$ cat src/rtl/sound_arbiter_pkg.sv
// Shared definitions for the logo-animation sound path.
// Contents:
//   SND_* tone codes  - also used by the tone generator
//   state_t           - arbiter FSM states IDLE / PLAY / GAP
//   code_onehot()     - tone code to one-hot grant vector
//   pick_winner()     - fixed-priority / round-robin selection over candidate requests
package sound_arbiter_pkg;

  localparam logic [1:0] SND_PING = 2'b00;
  localparam logic [1:0] SND_PONG = 2'b01;
  localparam logic [1:0] SND_GO   = 2'b10;
  localparam logic [1:0] SND_STOP = 2'b11;

  typedef enum logic [1:0] {
    ST_IDLE = 2'b00,
    ST_PLAY = 2'b01,
    ST_GAP  = 2'b10
  } state_t;

  function automatic logic [3:0] code_onehot(input logic [1:0] code);
    logic [3:0] oh;
    oh       = 4'b0000;
    oh[code] = 1'b1;
    return oh;
  endfunction

  // stop beats go beats ping/pong; ping/pong ties are broken by rr
  // (rr = 0 prefers ping, rr = 1 prefers pong).
  function automatic logic [1:0] pick_winner(input logic [3:0] cand, input logic rr);
    logic [1:0] win;
    if (cand[3]) begin
      win = SND_STOP;
    end else if (cand[2]) begin
      win = SND_GO;
    end else if (cand[0] && cand[1]) begin
      win = rr ? SND_PONG : SND_PING;
    end else if (cand[1]) begin
      win = SND_PONG;
    end else begin
      win = SND_PING;
    end
    return win;
  endfunction

endpackage

$ cat src/rtl/sound_timer.sv
// Loadable down-counter that times tone and gap durations.
// Ports:
//   clk   in  1      system clock
//   clr   in  1      asynchronous active-high reset (count -> 0)
//   load  in  1      load value on this edge (takes priority over counting)
//   value in  CNT_W  reload value
//   zero  out 1      count is zero
// The counter saturates at zero; the arbiter always reloads before it would wrap.
module sound_timer
  import sound_arbiter_pkg::*;
#(
  parameter int CNT_W = 24
) (
  input  logic             clk,
  input  logic             clr,
  input  logic             load,
  input  logic [CNT_W-1:0] value,
  output logic             zero
);

  localparam logic [CNT_W-1:0] CNT_ZERO = {CNT_W{1'b0}};
  localparam logic [CNT_W-1:0] CNT_ONE  = {{(CNT_W-1){1'b0}}, 1'b1};

  logic [CNT_W-1:0] count_r;

  // Count register: load, otherwise decrement toward zero and stop there.
  always_ff @(posedge clk or posedge clr) begin
    if (clr) begin
      count_r <= CNT_ZERO;
    end else if (load) begin
      count_r <= value;
    end else if (count_r != CNT_ZERO) begin
      count_r <= count_r - CNT_ONE;
    end else begin
      count_r <= count_r;
    end
  end

  assign zero = (count_r == CNT_ZERO);

endmodule

$ cat src/rtl/sound_arbiter.sv
// Shares one tone generator among ping / pong / go / stop sound events.
// Event pulses are latched as pending, one winner is granted per playback slot,
// the tone plays for TONE_CYCLES clocks and is followed by GAP_CYCLES of silence.
// Ports:
//   clk, clr                     clock, asynchronous active-high reset
//   req_ping/pong/go/stop  in    one-cycle event pulses
//   enable                 in    1 = new grants allowed (requests always latched)
//   mute                   out   1 = silence
//   code_sound             out 2 tone code, held while muted
//   grant                  out 4 one-hot pulse on slot start, bit index = code
//   busy                   out   1 while in PLAY or GAP
module sound_arbiter
  import sound_arbiter_pkg::*;
#(
  parameter int TONE_CYCLES = 2_500_000,
  parameter int GAP_CYCLES  = 250_000,
  parameter int CNT_W       = 24
) (
  input  logic       clk,
  input  logic       clr,
  input  logic       req_ping,
  input  logic       req_pong,
  input  logic       req_go,
  input  logic       req_stop,
  input  logic       enable,
  output logic       mute,
  output logic [1:0] code_sound,
  output logic [3:0] grant,
  output logic       busy
);

  localparam logic [CNT_W-1:0] TONE_LOAD = CNT_W'(TONE_CYCLES - 1);
  localparam logic [CNT_W-1:0] GAP_LOAD  = CNT_W'(GAP_CYCLES - 1);

  state_t           state_r, state_nxt_s;
  logic [3:0]       pending_r, pending_nxt_s;
  logic             rr_r, rr_nxt_s;
  logic             mute_r, mute_nxt_s;
  logic [1:0]       code_r, code_nxt_s;
  logic [3:0]       grant_r, grant_nxt_s;
  logic             busy_r, busy_nxt_s;

  logic [3:0]       req_s;
  logic [3:0]       cand_s;
  logic [1:0]       winner_s;
  logic             start_s;
  logic             preempt_s;
  logic             to_gap_s;
  logic             timer_load_s;
  logic [CNT_W-1:0] timer_value_s;
  logic             timer_zero_s;

  assign req_s    = {req_stop, req_go, req_pong, req_ping};
  // A request arriving this cycle competes alongside already-pending ones.
  assign cand_s   = pending_r | req_s;
  assign winner_s = pick_winner(cand_s, rr_r);

  sound_timer #(
    .CNT_W (CNT_W)
  ) u_timer (
    .clk   (clk),
    .clr   (clr),
    .load  (timer_load_s),
    .value (timer_value_s),
    .zero  (timer_zero_s)
  );

  // State, pending, round-robin and output registers.
  always_ff @(posedge clk or posedge clr) begin
    if (clr) begin
      state_r   <= ST_IDLE;
      pending_r <= 4'b0000;
      rr_r      <= 1'b0;
      mute_r    <= 1'b1;
      code_r    <= SND_PING;
      grant_r   <= 4'b0000;
      busy_r    <= 1'b0;
    end else begin
      state_r   <= state_nxt_s;
      pending_r <= pending_nxt_s;
      rr_r      <= rr_nxt_s;
      mute_r    <= mute_nxt_s;
      code_r    <= code_nxt_s;
      grant_r   <= grant_nxt_s;
      busy_r    <= busy_nxt_s;
    end
  end

  // Next-state logic; also flags slot start, stop preemption and tone end.
  always_comb begin
    state_nxt_s = state_r;
    start_s     = 1'b0;
    preempt_s   = 1'b0;
    to_gap_s    = 1'b0;
    case (state_r)
      ST_IDLE: begin
        if (enable && (cand_s != 4'b0000)) begin
          start_s     = 1'b1;
          state_nxt_s = ST_PLAY;
        end else begin
          state_nxt_s = ST_IDLE;
        end
      end
      ST_PLAY: begin
        // stop cuts short any other tone but never restarts itself.
        if (enable && cand_s[3] && (code_r != SND_STOP)) begin
          start_s     = 1'b1;
          preempt_s   = 1'b1;
          state_nxt_s = ST_PLAY;
        end else if (timer_zero_s) begin
          to_gap_s    = 1'b1;
          state_nxt_s = ST_GAP;
        end else begin
          state_nxt_s = ST_PLAY;
        end
      end
      ST_GAP: begin
        if (timer_zero_s) begin
          if (enable && (cand_s != 4'b0000)) begin
            start_s     = 1'b1;
            state_nxt_s = ST_PLAY;
          end else begin
            state_nxt_s = ST_IDLE;
          end
        end else begin
          state_nxt_s = ST_GAP;
        end
      end
      default: begin
        state_nxt_s = ST_IDLE;
      end
    endcase
  end

  // Output next values and timer reload control.
  always_comb begin
    mute_nxt_s    = mute_r;
    code_nxt_s    = code_r;
    grant_nxt_s   = 4'b0000;
    busy_nxt_s    = busy_r;
    timer_load_s  = 1'b0;
    timer_value_s = TONE_LOAD;
    if (start_s) begin
      mute_nxt_s    = 1'b0;
      code_nxt_s    = winner_s;
      grant_nxt_s   = code_onehot(winner_s);
      busy_nxt_s    = 1'b1;
      timer_load_s  = 1'b1;
      timer_value_s = TONE_LOAD;
    end else if (to_gap_s) begin
      mute_nxt_s    = 1'b1;
      timer_load_s  = 1'b1;
      timer_value_s = GAP_LOAD;
    end else if ((state_r == ST_GAP) && timer_zero_s) begin
      busy_nxt_s    = 1'b0;
    end else begin
      busy_nxt_s    = busy_r;
    end
  end

  // Pending latch and ping/pong round-robin pointer.
  always_comb begin
    pending_nxt_s = cand_s;
    rr_nxt_s      = rr_r;
    if (start_s) begin
      // A fresh pulse of an already-pending code on its grant edge is kept,
      // so it replays in a later slot.
      if (!(pending_r[winner_s] && req_s[winner_s])) begin
        pending_nxt_s[winner_s] = 1'b0;
      end else begin
        pending_nxt_s[winner_s] = 1'b1;
      end
      if (preempt_s) begin
        pending_nxt_s[1:0] = 2'b00;
      end else begin
        pending_nxt_s[1:0] = pending_nxt_s[1:0];
      end
      if (winner_s == SND_PING) begin
        rr_nxt_s = 1'b1;
      end else if (winner_s == SND_PONG) begin
        rr_nxt_s = 1'b0;
      end else begin
        rr_nxt_s = rr_r;
      end
    end else begin
      rr_nxt_s = rr_r;
    end
  end

  assign mute       = mute_r;
  assign code_sound = code_r;
  assign grant      = grant_r;
  assign busy       = busy_r;

endmodule

$ cat config.mk
export PLATFORM = sky130hd
export DESIGN_NAME = sound_arbiter
export DESIGN_NICKNAME = d
export VERILOG_FILES = /design/src/rtl/sound_arbiter_pkg.sv /design/src/rtl/sound_timer.sv /design/src/rtl/sound_arbiter.sv
export SDC_FILE = /design/constraint.sdc
export NUM_CORES = 1
export LEC_CHECK = 0
export CORE_UTILIZATION = 40
export DETAILED_ROUTE_END_ITERATION = 16
export DONT_BUFFER_PORTS = 1
export SYNTH_ARGS = -nofsm -noshare
export SYNTH_HDL_FRONTEND = slang
export SYNTH_SLANG_ARGS = --single-unit
$ cat constraint.sdc
create_clock -name clk -period 2.65 [get_ports clk]
set_clock_uncertainty 0.2 [all_clocks]
set_input_delay 0.53 -clock clk [delete_from_list [all_inputs] [get_ports clk]]
set_output_delay 0.53 -clock clk [all_outputs]
set_load 0.02 [all_outputs]
=== Yosys cells after proc, flatten, opt, wreduce, memory -nomap -nowiden ===
Cells that the tools add are included.

* Register bits after elaboration: 39
* Input bits: 7
* Output and inout port bits: 8
* Logic and storage cells: 79

* Add/subtract/negate cells: 1
* Magnitude comparators: 2
* Equality and inequality tests: 5
* Muxes and demuxes: 41
* Bitwise gates (word level): 4
* Reduce and logical (&&, ||, !) cells: 18

{| class="wikitable"
|+ Operator list
! kind !! number
|-
| 24-bit two-way mux || 2
|-
| 22-bit two-way mux || 2
|-
| 24-bit zero test || 1
|-
| 24-bit nonzero test || 1
|-
| 24-bit by 1-bit subtractor with 24-bit output, second input constant || 1
|-
| 1-bit two-way mux || 23
|-
| 2-bit two-way mux || 6
|-
| 4-bit two-way mux || 3
|-
| 4-bit OR || 2
|-
| 2-bit nonzero test || 4
|-
| 1-bit logical AND || 7
|-
| 2-bit case mux with 3 select lines || 1
|-
| 4-bit AND || 1
|-
| 1-bit binary-select mux with 2-bit select || 2
|-
| 2-bit by 1-bit == test with 1-bit output, second input constant || 2
|-
| 2-bit zero test || 2
|-
| 2-bit != test, second input constant || 2
|-
| 4-bit NOT || 1
|-
| 2-bit AND reduction || 2
|-
| 4-bit nonzero test || 1
|-
| 2-bit by 3-bit < comparator with 1-bit output, second input constant || 1
|-
| 1-bit case mux with 3 select lines || 1
|-
| 1-bit demux with 2-bit select || 1
|-
| 2-bit == test, second input constant || 1
|-
| 2-bit by 1-bit >= comparator with 1-bit output, second input constant || 1
|}

=== Longest topological paths before layout ===
Gate-level depths: netlist (run 1).

* Depth in word-level cells: 14
* Mapped depth: 8
* Depth with buffers taken out: 7

=== Cells and area by module ===
Synthesis (run 1) repeated with hierarchy kept, for this count alone.

* Cells, all modules: 259
* Area total of the unflattened synthesis: 2366.0 sq um

{| class="wikitable"
|+ Modules (own cells, without submodules)
! module !! times used !! cells an instance !! area each (sq um) !! seq. area each (sq um)
|-
| sound_timer || 1 || 178 || 1581.5 || 600.6
|-
| sound_arbiter || 1 || 81 || 784.5 || 376.6
|}

=== Least setup slack after synthesis (run 1) ===
OpenSTA, ideal clock, no wires.

* Kind: in2reg
* Start point: in req_go
* End point: reg u_timer.count_r[17]
* Arrival time: 1.970 ns
* Data required time: 2.326 ns
* Setup slack: 0.355 ns
* Cell stages on the path: 5
* Path buffers: 0
* Cell sequence: or4_1 -> o21ai_2 -> o31a_1 -> a311oi_4 -> or2_1

* Word-level cells in the longest chain between the ends: 8

{| class="wikitable"
|+ Ends and longest elaborated chain
! element !! RTL line !! RTL
|-
| from (decl) || sound_arbiter.sv:23 || <nowiki>input logic req_go,</nowiki>
|-
| 4-bit OR (*) || sound_arbiter.sv:55 || <nowiki>assign cand_s = pending_r | req_s;</nowiki>
|-
| 4-bit nonzero test (*) || sound_arbiter.sv:97, sound_arbiter.sv:119 ||
|-
| 1-bit logical AND (*) || sound_arbiter.sv:97, sound_arbiter.sv:119 ||
|-
| 1-bit two-way mux (*) || sound_arbiter.sv:97, sound_arbiter.sv:119 ||
|-
| 1-bit two-way mux || sound_arbiter.sv:118 || <nowiki>if (timer_zero_s) begin</nowiki>
|-
| 1-bit case mux with 3 select lines (*) || sound_arbiter.sv:95 || <nowiki>case (state_r)</nowiki>
|-
| 22-bit two-way mux / 1-bit two-way mux (equally long branches) || sound_arbiter.sv:143 || <nowiki>if (start_s) begin</nowiki>
|-
| 24-bit two-way mux / 2-bit nonzero test (equally long branches) || n/a ||
|-
| to (signal assigned) || sound_timer.sv:31 || <nowiki>count_r <= value;</nowiki>
|-
| to (signal assigned) || sound_timer.sv:33 || <nowiki>count_r <= count_r - CNT_ONE;</nowiki>
|-
| to (signal assigned) || sound_timer.sv:35 || <nowiki>count_r <= count_r;</nowiki>
|-
| to (decl) || sound_timer.sv:24 || <nowiki>logic [CNT_W-1:0] count_r;</nowiki>
|}

Every way passes the cells marked *; elsewhere a longest branch is shown, timed or not.
A chain may end at the register's enable or synchronous reset.

=== Worst setup path in the final report (run 1) ===
* Start point: reg u_timer.count_r[0]
* End point: reg u_timer.count_r[9]

* Word-level cells in the longest chain between the ends: 7

{| class="wikitable"
|+ Ends and longest elaborated chain
! element
|-
| branches (longest 7 deep; another with 24-bit by 1-bit subtractor with 24-bit output)
|}

Parallel ways; which one is timed is not known. The select of a mux whose other input is x is not followed.

==> impl_metrics.env, run 1 <==
export IMPL_status="complete, no violations"
export IMPL_clock_root_buffer="clkbuf_8"
export IMPL_cp_max_fo=9
export IMPL_cts_clk_slew_worst_paths_ps=80
export IMPL_critPathKind="flop to flop"
export IMPL_hp_class="input port to async pin"
export IMPL_grt_first_pass_wirelength_um=7280
export IMPL_antenna_found_initial=0
export IMPL_netlist_area_um2=2050
export IMPL_grt_max_degree=40
export IMPL_ys_seq_elements=39
export IMPL_tightest_slew_ps=500
export IMPL_slew_violations=0
export IMPL_place_area_um2=2180
export IMPL_drive_above_1_share_pct=13.4
export IMPL_start_util_pct=42.6
export IMPL_cts_max_path_buffers=2
export IMPL_num_antenna_cells=0
export IMPL_wl_um=4270
export IMPL_synth_warnings=0
export IMPL_design_area_um2=2280
export IMPL_synth_flop_cell="dfrtp_1"
export IMPL_path_cells="inv_1 -> ha_1 -> nor4b_4 -> nand3_1 -> or3_1 -> a311oi_4 -> nor2_1"
export IMPL_synth_seq_area_share_pct=47.6
export IMPL_dp_hpwl_um=3060
export IMPL_start_kind="flop"
export IMPL_portBuffers=0
export IMPL_routedWlPerCell_um=15.1
export IMPL_dieArea_um2=5420
export IMPL_globalRouteTotalUtil_pct=17.9
export IMPL_slowest_delay_ps=510
export IMPL_syn_num_nets=212
export IMPL_max_cap_violations=0
export IMPL_postRouteAntennaNets=0
export IMPL_max_vdd_ir_drop_v=0.000467
export IMPL_yosys_area_top_type="dfrtp_1"
export IMPL_firstDrtPassIters=4
export IMPL_fin_nets=223
export IMPL_area_growth_syn_to_layout_pct=11.1
export IMPL_ff_latch_area_um2=977
export IMPL_drt_iter0_drc=79
export IMPL_powerDensity_nw_per_um2=696
export IMPL_tritoncts="yes"
export IMPL_end_kind="flop"
export IMPL_synth_top_cell_area_share_pct=46.3
export IMPL_multi_input_area_um2=1040
export IMPL_grt_pass1_vias=1513
export IMPL_synth_area_leaders="dfrtp_1 46%, o21ai_0 5.4%, xor2_1 5.1%, nor2_1 3.7%, a21oi_1 2.4%"
export IMPL_vias=1541
export IMPL_synthArstFlopShare_pct=100
export IMPL_cts_setup_buffers=0
export IMPL_p_leak_nw=0.883
export IMPL_crit_family="simple AND/OR/NAND/NOR gates"
export IMPL_n_fill_cell=479
export IMPL_postSynthAreaPerCell_um2=10.1
export IMPL_core_um2=4820
export IMPL_finalHoldViolations=0
export IMPL_cts_resized=0
export IMPL_yosysUniqueCellTypes=52
export IMPL_viasPerCell=5.45
export IMPL_route_detailed_drc=0
export IMPL_cp_required_ps=2610
export IMPL_gp_congestion=0.843
export IMPL_critPathSlowestCell="a311oi_4"
export IMPL_htreeDepth=2
export IMPL_syn_inst=204
export IMPL_fmax_mhz=416
export IMPL_cts_made_buffers=5
export IMPL_grt_setup_unrepaired="false"
export IMPL_fp_row_count=25
export IMPL_fin_crit_ps=2400
export IMPL_clkLatencyLatePin_ps=290
export IMPL_setup_viol=0
export IMPL_cts_hold_buffers=0
export IMPL_synth_edff_count=0
export IMPL_crit_arrival_ps=2370
export IMPL_cp_num_buf_inv=1
export IMPL_tns_ps=0
export IMPL_slew_headroom_pct=66.7
export IMPL_cts_sinks=39
export IMPL_die_w_um=73.6
export IMPL_die_h_um=73.6
export IMPL_io_pins=15
export IMPL_layout_worst_path_cycle_share_pct=90.7
export IMPL_overflow=0
## cell type report
class	count	area share [%]
timing repair buffer	8	2.63
tap	67	3.68
multi-input combinational	157	45.8
inverter	4	0.658
clock buffer	8	4.39
sequential	39	42.8
## final timing paths
path	slack (ps)	cells after the start	end	start
hold reg to reg	350	2	mute$_DFFE_PP1P_	mute$_DFFE_PP1P_
hold / removal	40	2	u_timer.count_r[7]$_DFFE_PP0P_	clr
max in group asynchronous	1840	2	mute$_DFFE_PP1P_	clr
min in group clk	200	1	pending_r[2]$_DFF_PP0_	req_go
setup / recovery	250	7	u_timer.count_r[9]$_DFFE_PP0P_	u_timer.count_r[0]$_DFFE_PP0P_
setup reg to reg	250	7	u_timer.count_r[9]$_DFFE_PP0P_	u_timer.count_r[0]$_DFFE_PP0P_
## placed cells by master, fill, tap and decap left out, types with 2 or more instances in the layout
cell type  netlist  layout
maj3_1           2       2
or4_1            5       5
nor2b_1          4       4
nand2_1         11      11
inv_1            4       4
nor4_4           2       2
nand3_1          8       8
o21ai_0         22      22
or4b_1           2       2
o21ai_2          2       2
xor2_1          12      12
or2_1            2       2
buf_4            0       8
o211ai_1         5       5
or3_1            3       3
a21oi_1         10      10
xnor2_1          5       5
and2_1           2       2
o31ai_1          2       2
and3_1           5       5
o21ai_1          2       2
clkbuf_8         0       7
nor2_1          20      20
or2_2            2       2
dfrtp_1         38      38
nor3_1           4       4
## logic make-up after synthesis
family                   count (synthesis)  share of synthesized area, %
AND/OR/NAND/NOR                         83                          25.0
AO/OA/AOI/OAI                           53                          16.6
flip-flops                              39                          47.6
XOR/XNOR                                17                          7.25
buffers and inverters                    8                          1.52
adder cells (fa/ha/maj)                  3                          1.58
multiplexers                             1                         0.488
## registers in the layout, indices dropped and copies added (netlist names)
signal and cells:
rr_r 1, state_r 2, pending_r 4, grant 4, code_sound 2, mute 1
u_timer.count_r 24, busy 1
## power by group
| group | switching (mW) | total [mW] | internal [mW] |
|---|---|---|---|
| logic | 0.193 | 0.334 | 0.141 |
| registers | 0.122 | 0.808 | 0.686 |
| clock network | 0.208 | 0.445 | 0.238 |
| total | 0.523 | 1.59 | 1.06 |
## cells in the mapped netlist (2+ instances only)
library cell and number:
nor4_4 2, maj3_1 2, dfrtp_1 38, o21ai_0 22, a21oi_1 10, xnor2_1 5
nor3_1 4, and2_1 2, or4_1 5, nor2b_1 4, o21ai_1 2, or3_1 3
o211ai_1 5, nand3_1 8, xor2_1 12, inv_1 4, nand2_1 11, o31ai_1 2
or4b_1 2, and3_1 5, nor2_1 20, o21ai_2 2, or2_2 2, or2_1 2
clkbuf_1 3
## metal layers
layer	GRT usage [%]	vias up	wire, µm	part of all wire [%]
met3	4.66	6	184	4.3
met5	0	-	0	0
li1	-	759	-	-
met4	6.62	0	49	1.1
met1	26.9	743	2210	52
met2	24.4	33	1820	43
## per-stage QoR
| step | setup WS (ps) | hold slack, ps | total power [mW] | util [%] | instances |
|---|---|---|---|---|---|
| after CTS | 215 | 59.3 | 1.61 | 47.4 | 283 |
| after detailed placement | 177 | 331 | 1.16 | 45.3 | 275 |
| after global placement | 124 | 316 | 1.15 | 45.3 | 275 |
| after floorplan | 355 | 288 | 1.07 | - | 204 |
| after global routing | 58.0 | 93.6 | 1.69 | 47.4 | 283 |
| final | 246 | 38.7 | 1.59 | 47.4 | 283 |
Power figures use the tool's default switching activity.
==> run 2, diff against run 1 <==
--- a/config.mk
+++ b/config.mk
@@ -8,6 +8,7 @@
 export CORE_UTILIZATION = 40
 export DETAILED_ROUTE_END_ITERATION = 16
 export DONT_BUFFER_PORTS = 1
+export MAX_ROUTING_LAYER = met4
 export SYNTH_ARGS = -nofsm -noshare
 export SYNTH_HDL_FRONTEND = slang
 export SYNTH_SLANG_ARGS = --single-unit
==> run 2 against run 1 <==
- fmax about the same
- setup slack better by 2.4 ps
- critical endpoint unchanged
- utilization unchanged
==> impl_metrics.env, run 2 (synthesis results as in run 1) <==
export IMPL_setup_viol=0
export IMPL_finalHoldViolations=0
export IMPL_crit_arrival_ps=2360
export IMPL_overflow=0
export IMPL_rrSetupSlack_ps=250
export IMPL_grt_first_pass_wirelength_um=7290
export IMPL_whs_ps=38.6
export IMPL_cts_max_path_buffers=2
export IMPL_drive_above_1_share_pct=13.4
export IMPL_cp_max_fo=9
export IMPL_max_vdd_ir_drop_v=0.000469
export IMPL_fmax_mhz=416
export IMPL_gp_congestion=0.856
export IMPL_worst_r2r_startpoint="u_timer.count_r[0]$_DFFE_PP0P_"
export IMPL_fin_ws_ps=248
export IMPL_htreeDepth=2
export IMPL_viasPerCell=5.38
export IMPL_status="complete, no violations"
export IMPL_end_kind="flop"
export IMPL_num_antenna_cells=0
export IMPL_cts_made_buffers=5
export IMPL_slew_violations=0
export IMPL_regMostFlops="u_timer.count_r"
export IMPL_start_kind="flop"
export IMPL_slew_headroom_pct=66.7
export IMPL_routedWlPerCell_um=15.0
export IMPL_die_h_um=73.6
export IMPL_fin_nets=223
export IMPL_grt_setup_unrepaired="false"
export IMPL_timing_rr_end="u_timer.count_r[9]$_DFFE_PP0P_"
export IMPL_dp_hpwl_um=3060
export IMPL_p_leak_nw=0.883
export IMPL_n_fill_cell=479
export IMPL_die_w_um=73.6
export IMPL_vias=1523
export IMPL_io_pins=15
export IMPL_tritoncts="yes"
export IMPL_fp_row_count=25
export IMPL_cp_required_ps=2610
export IMPL_globalRouteTotalUtil_pct=18.4
export IMPL_dieArea_um2=5420
export IMPL_grt_max_degree=40
export IMPL_clkLatencyLatePin_ps=290
export IMPL_area_growth_syn_to_layout_pct=11.1
export IMPL_start_util_pct=42.6
export IMPL_tns_ps=0
export IMPL_layout_worst_path_cycle_share_pct=90.6
export IMPL_core_um2=4820
export IMPL_fin_crit_ps=2400
export IMPL_drt_iter0_drc=77
export IMPL_final_common_cell="dfrtp_1"
export IMPL_powerDensity_nw_per_um2=696
export IMPL_clock_root_buffer="clkbuf_8"
export IMPL_max_cap_violations=0
export IMPL_grt_pass1_vias=1512
export IMPL_critPathKind="flop to flop"
export IMPL_antenna_found_initial=0
export IMPL_hp_class="input port to async pin"
export IMPL_postRouteAntennaNets=0
export IMPL_tightest_slew_ps=500
export IMPL_cts_hold_buffers=0
export IMPL_fin_util_pct=47.4
export IMPL_route_detailed_drc=0
export IMPL_reg2reg_depth=7
export IMPL_largest_register_ff_count=24
export IMPL_cts_resized=0
export IMPL_wl_um=4260
export IMPL_firstDrtPassIters=4
export IMPL_portBuffers=0
export IMPL_cts_setup_buffers=0
export IMPL_cts_clk_slew_worst_paths_ps=80
export IMPL_cts_sinks=39
export IMPL_layout_common_cells="38 x dfrtp_1, 22 x o21ai_0, 20 x nor2_1"
export IMPL_pre_cts_ws_ps=177
export IMPL_p_total_mw=1.59
run 2: worst max-delay path, stage by stage, from the launching register on:
cell and delay [ps]:
dfrtp_1 400, inv_1 90, ha_1 200, nor4b_4 290
nand3_1 100, or3_1 380, a311oi_4 510, nor2_1 110
run 2: cell type report:
class / count / area [µm²] / area share, %
Clock buffer: 8 / 100 / 4.39
Inverter: 4 / 15.0 / 0.658
Multi-Input combinational cell: 157 / 1040 / 45.8
Sequential cell: 39 / 977 / 42.8
Tap cell: 67 / 83.8 / 3.68
Timing Repair Buffer: 8 / 60.1 / 2.63
run 2: how the worst max path moves through the flow:
stage                                   startpoint                               to  slack, ps  cells after the start
finish              u_timer.count_r[0]$_DFFE_PP0P_   u_timer.count_r[9]$_DFFE_PP0P_        250                      7
global route        u_timer.count_r[0]$_DFFE_PP0P_  u_timer.count_r[15]$_DFFE_PP0P_         50                      8
CTS                 u_timer.count_r[0]$_DFFE_PP0P_  u_timer.count_r[22]$_DFFE_PP0P_        210                      7
detailed placement                          req_go   u_timer.count_r[2]$_DFFE_PP0P_        180                      5
global placement                            req_go   u_timer.count_r[2]$_DFFE_PP0P_        120                      5
floorplan                                   req_go  u_timer.count_r[17]$_DFFE_PP0P_        360                      5
run 2: stage by stage:
step                      cell area (µm²)  instances
after floorplan                      2050        204
after global placement               2180        275
after detailed placement             2180        275
after CTS                            2280        283
after global routing                 2280        283
final                                2280        283
run 2: metal layers:
metal  vias up  global-route usage, %  routed length [µm]
met4         0                   6.62                  47
li1        759                      -                   -
met1       735                   27.1                2240
met3         6                   4.53                 158
met2        23                   24.4                1820
met5         -                      -                   0
run 2: where the power goes:
group | internal, mW | switching (mW) | total [mW]
Clock | 0.238 | 0.208 | 0.446
Combinational | 0.141 | 0.192 | 0.333
Sequential | 0.686 | 0.123 | 0.809
==> run 3, diff against run 2 <==
--- a/config.mk
+++ b/config.mk
@@ -8,6 +8,7 @@
 export CORE_UTILIZATION = 40
 export DETAILED_ROUTE_END_ITERATION = 16
 export DONT_BUFFER_PORTS = 1
+export HOLD_SLACK_MARGIN = 0.1
 export MAX_ROUTING_LAYER = met4
 export SYNTH_ARGS = -nofsm -noshare
 export SYNTH_HDL_FRONTEND = slang
==> run 3 against run 2 <==
- hold slack better by 160 ps
- register-to-register slack hardly changed
- routed wire length is 0.89% higher
- count of clock-buffer cells in the layout stayed put
- fmax is 0.17% lower
- first-iteration DRC count is 47% lower
- combinational power hardly changed
- largest cell class unchanged
==> impl_metrics.env, run 3 (synthesis results as in run 1) <==
export IMPL_viasPerCell=5.43
export IMPL_postRouteAntennaNets=0
export IMPL_layout_worst_path_cycle_share_pct=90.8
export IMPL_clkLatencyLatePin_ps=290
export IMPL_slew_violations=0
export IMPL_powerDensity_nw_per_um2=694
export IMPL_crit_family="simple AND/OR/NAND/NOR gates"
export IMPL_tritoncts="yes"
export IMPL_cts_clk_slew_worst_paths_ps=80
export IMPL_drive_above_1_share_pct=13.4
export IMPL_gp_congestion=0.856
export IMPL_io_pins=15
export IMPL_p_total_mw=1.59
export IMPL_cp_required_ps=2610
export IMPL_start_kind="flop"
export IMPL_cts_made_buffers=5
export IMPL_max_vdd_ir_drop_v=0.000468
export IMPL_fin_crit_ps=2410
export IMPL_antenna_found_initial=0
export IMPL_crit_arrival_ps=2370
export IMPL_overflow=0
export IMPL_cts_max_path_buffers=2
export IMPL_vias=1541
export IMPL_clock_root_buffer="clkbuf_8"
export IMPL_htreeDepth=2
export IMPL_slew_headroom_pct=66.3
export IMPL_cp_num_buf_inv=1
export IMPL_grt_setup_unrepaired="false"
export IMPL_num_antenna_cells=0
export IMPL_critPathKind="flop to flop"
export IMPL_max_cap_violations=0
export IMPL_status="complete, no violations"
export IMPL_start_util_pct=42.6
export IMPL_area_growth_syn_to_layout_pct=11.6
export IMPL_final_common_cell="dfrtp_1"
export IMPL_fin_util_pct=47.6
export IMPL_design_area_um2=2290
export IMPL_regMostFlops="u_timer.count_r"
export IMPL_die_w_um=73.6
export IMPL_routedWlPerCell_um=15.1
export IMPL_drt_iter0_drc=41
export IMPL_globalRouteTotalUtil_pct=18.5
export IMPL_slowest_delay_ps=510
export IMPL_path_cells="inv_1 -> ha_1 -> nor4b_4 -> nand3_1 -> or3_1 -> a311oi_4 -> nor2_1"
export IMPL_critPathSlowestCell="a311oi_4"
export IMPL_tns_ps=0
export IMPL_dieArea_um2=5420
export IMPL_hold_end="pending_r[3]$_DFF_PP0_"
export IMPL_tightest_slew_ps=506
export IMPL_cts_sinks=39
export IMPL_dp_hpwl_um=3060
export IMPL_p_leak_nw=0.887
export IMPL_core_um2=4820
export IMPL_fp_row_count=25
export IMPL_end_kind="flop"
export IMPL_place_area_um2=2180
export IMPL_setup_viol=0
export IMPL_firstDrtPassIters=4
export IMPL_whs_ps=197
export IMPL_fmax_mhz=416
export IMPL_worst_r2r_startpoint="u_timer.count_r[0]$_DFFE_PP0P_"
export IMPL_grt_pass1_vias=1520
export IMPL_fin_nets=224
export IMPL_grt_max_degree=40
export IMPL_grt_first_pass_wirelength_um=7320
export IMPL_route_detailed_drc=0
export IMPL_cts_setup_buffers=0
export IMPL_largest_register_ff_count=24
export IMPL_hold_start="req_stop"
export IMPL_wl_um=4300
export IMPL_timing_rr_end="u_timer.count_r[9]$_DFFE_PP0P_"
export IMPL_hp_class="input port to flop"
export IMPL_rrSetupSlack_ps=240
export IMPL_layout_common_cells="38 x dfrtp_1, 22 x o21ai_0, 20 x nor2_1"
export IMPL_cts_hold_buffers=1
export IMPL_portBuffers=0
export IMPL_min_path_cells=1
export IMPL_die_h_um=73.6
export IMPL_cp_max_fo=9
export IMPL_finalHoldViolations=0
export IMPL_reg2reg_depth=7
export IMPL_cts_resized=0
==> run 3: changes by cell type in the layout (fill, tap and decap cells not counted) <==
cell | before | now
dlygate4sd3_1 | 0 | 1
==> run 3: final cells by class <==
type | instances | area, µm²
inverters | 4 | 15.0
flip-flops and latches | 39 | 977
clock buffers | 8 | 100
repair buffers | 9 | 70.1
fillers | 479 | 2530
multi-input cells | 157 | 1040
well taps | 67 | 83.8
==> run 3: routing by layer <==
| layer | GRT usage, % | vias to the layer above | wire length (µm) |
|---|---|---|---|
| met5 | - | - | 0 |
| met4 | 6.62 | 0 | 47 |
| met3 | 4.53 | 6 | 176 |
| met2 | 24.5 | 32 | 1830 |
| met1 | 27.1 | 744 | 2250 |
| li1 | - | 759 | - |
==> run 3: how the worst max path moves through the flow <==
stage / startpoint / slack (ps) / end / depth (start not counted)
3_3_place_gp: req_go / 120 / u_timer.count_r[2]$_DFFE_PP0P_ / 5
4_1_cts: u_timer.count_r[0]$_DFFE_PP0P_ / 210 / u_timer.count_r[22]$_DFFE_PP0P_ / 7
3_5_place_dp: req_go / 180 / u_timer.count_r[2]$_DFFE_PP0P_ / 5
6_report: u_timer.count_r[0]$_DFFE_PP0P_ / 240 / u_timer.count_r[9]$_DFFE_PP0P_ / 7
5_1_grt: u_timer.count_r[0]$_DFFE_PP0P_ / 50 / u_timer.count_r[15]$_DFFE_PP0P_ / 8
2_1_floorplan: req_go / 360 / u_timer.count_r[17]$_DFFE_PP0P_ / 5
==> run 3: where the power goes <==
group | switching, mW | internal, mW | total [mW]
sequential | 0.123 | 0.686 | 0.808
combinational | 0.194 | 0.142 | 0.336
clock | 0.209 | 0.238 | 0.446
==> run 3: per-stage QoR <==
stage / setup WS (ps) / std cells
floorplan: 355 / 204
global placement: 124 / 275
detailed placement: 177 / 275
CTS: 215 / 284
global route: 53.4 / 284
finish: 244 / 284
==> run 3: worst register-to-register path, stage by stage (launching register included) <==
cell and delay (ps):
dfrtp_1 400, inv_1 90, ha_1 200, nor4b_4 290, nand3_1 100, or3_1 380, a311oi_4 510, nor2_1 110
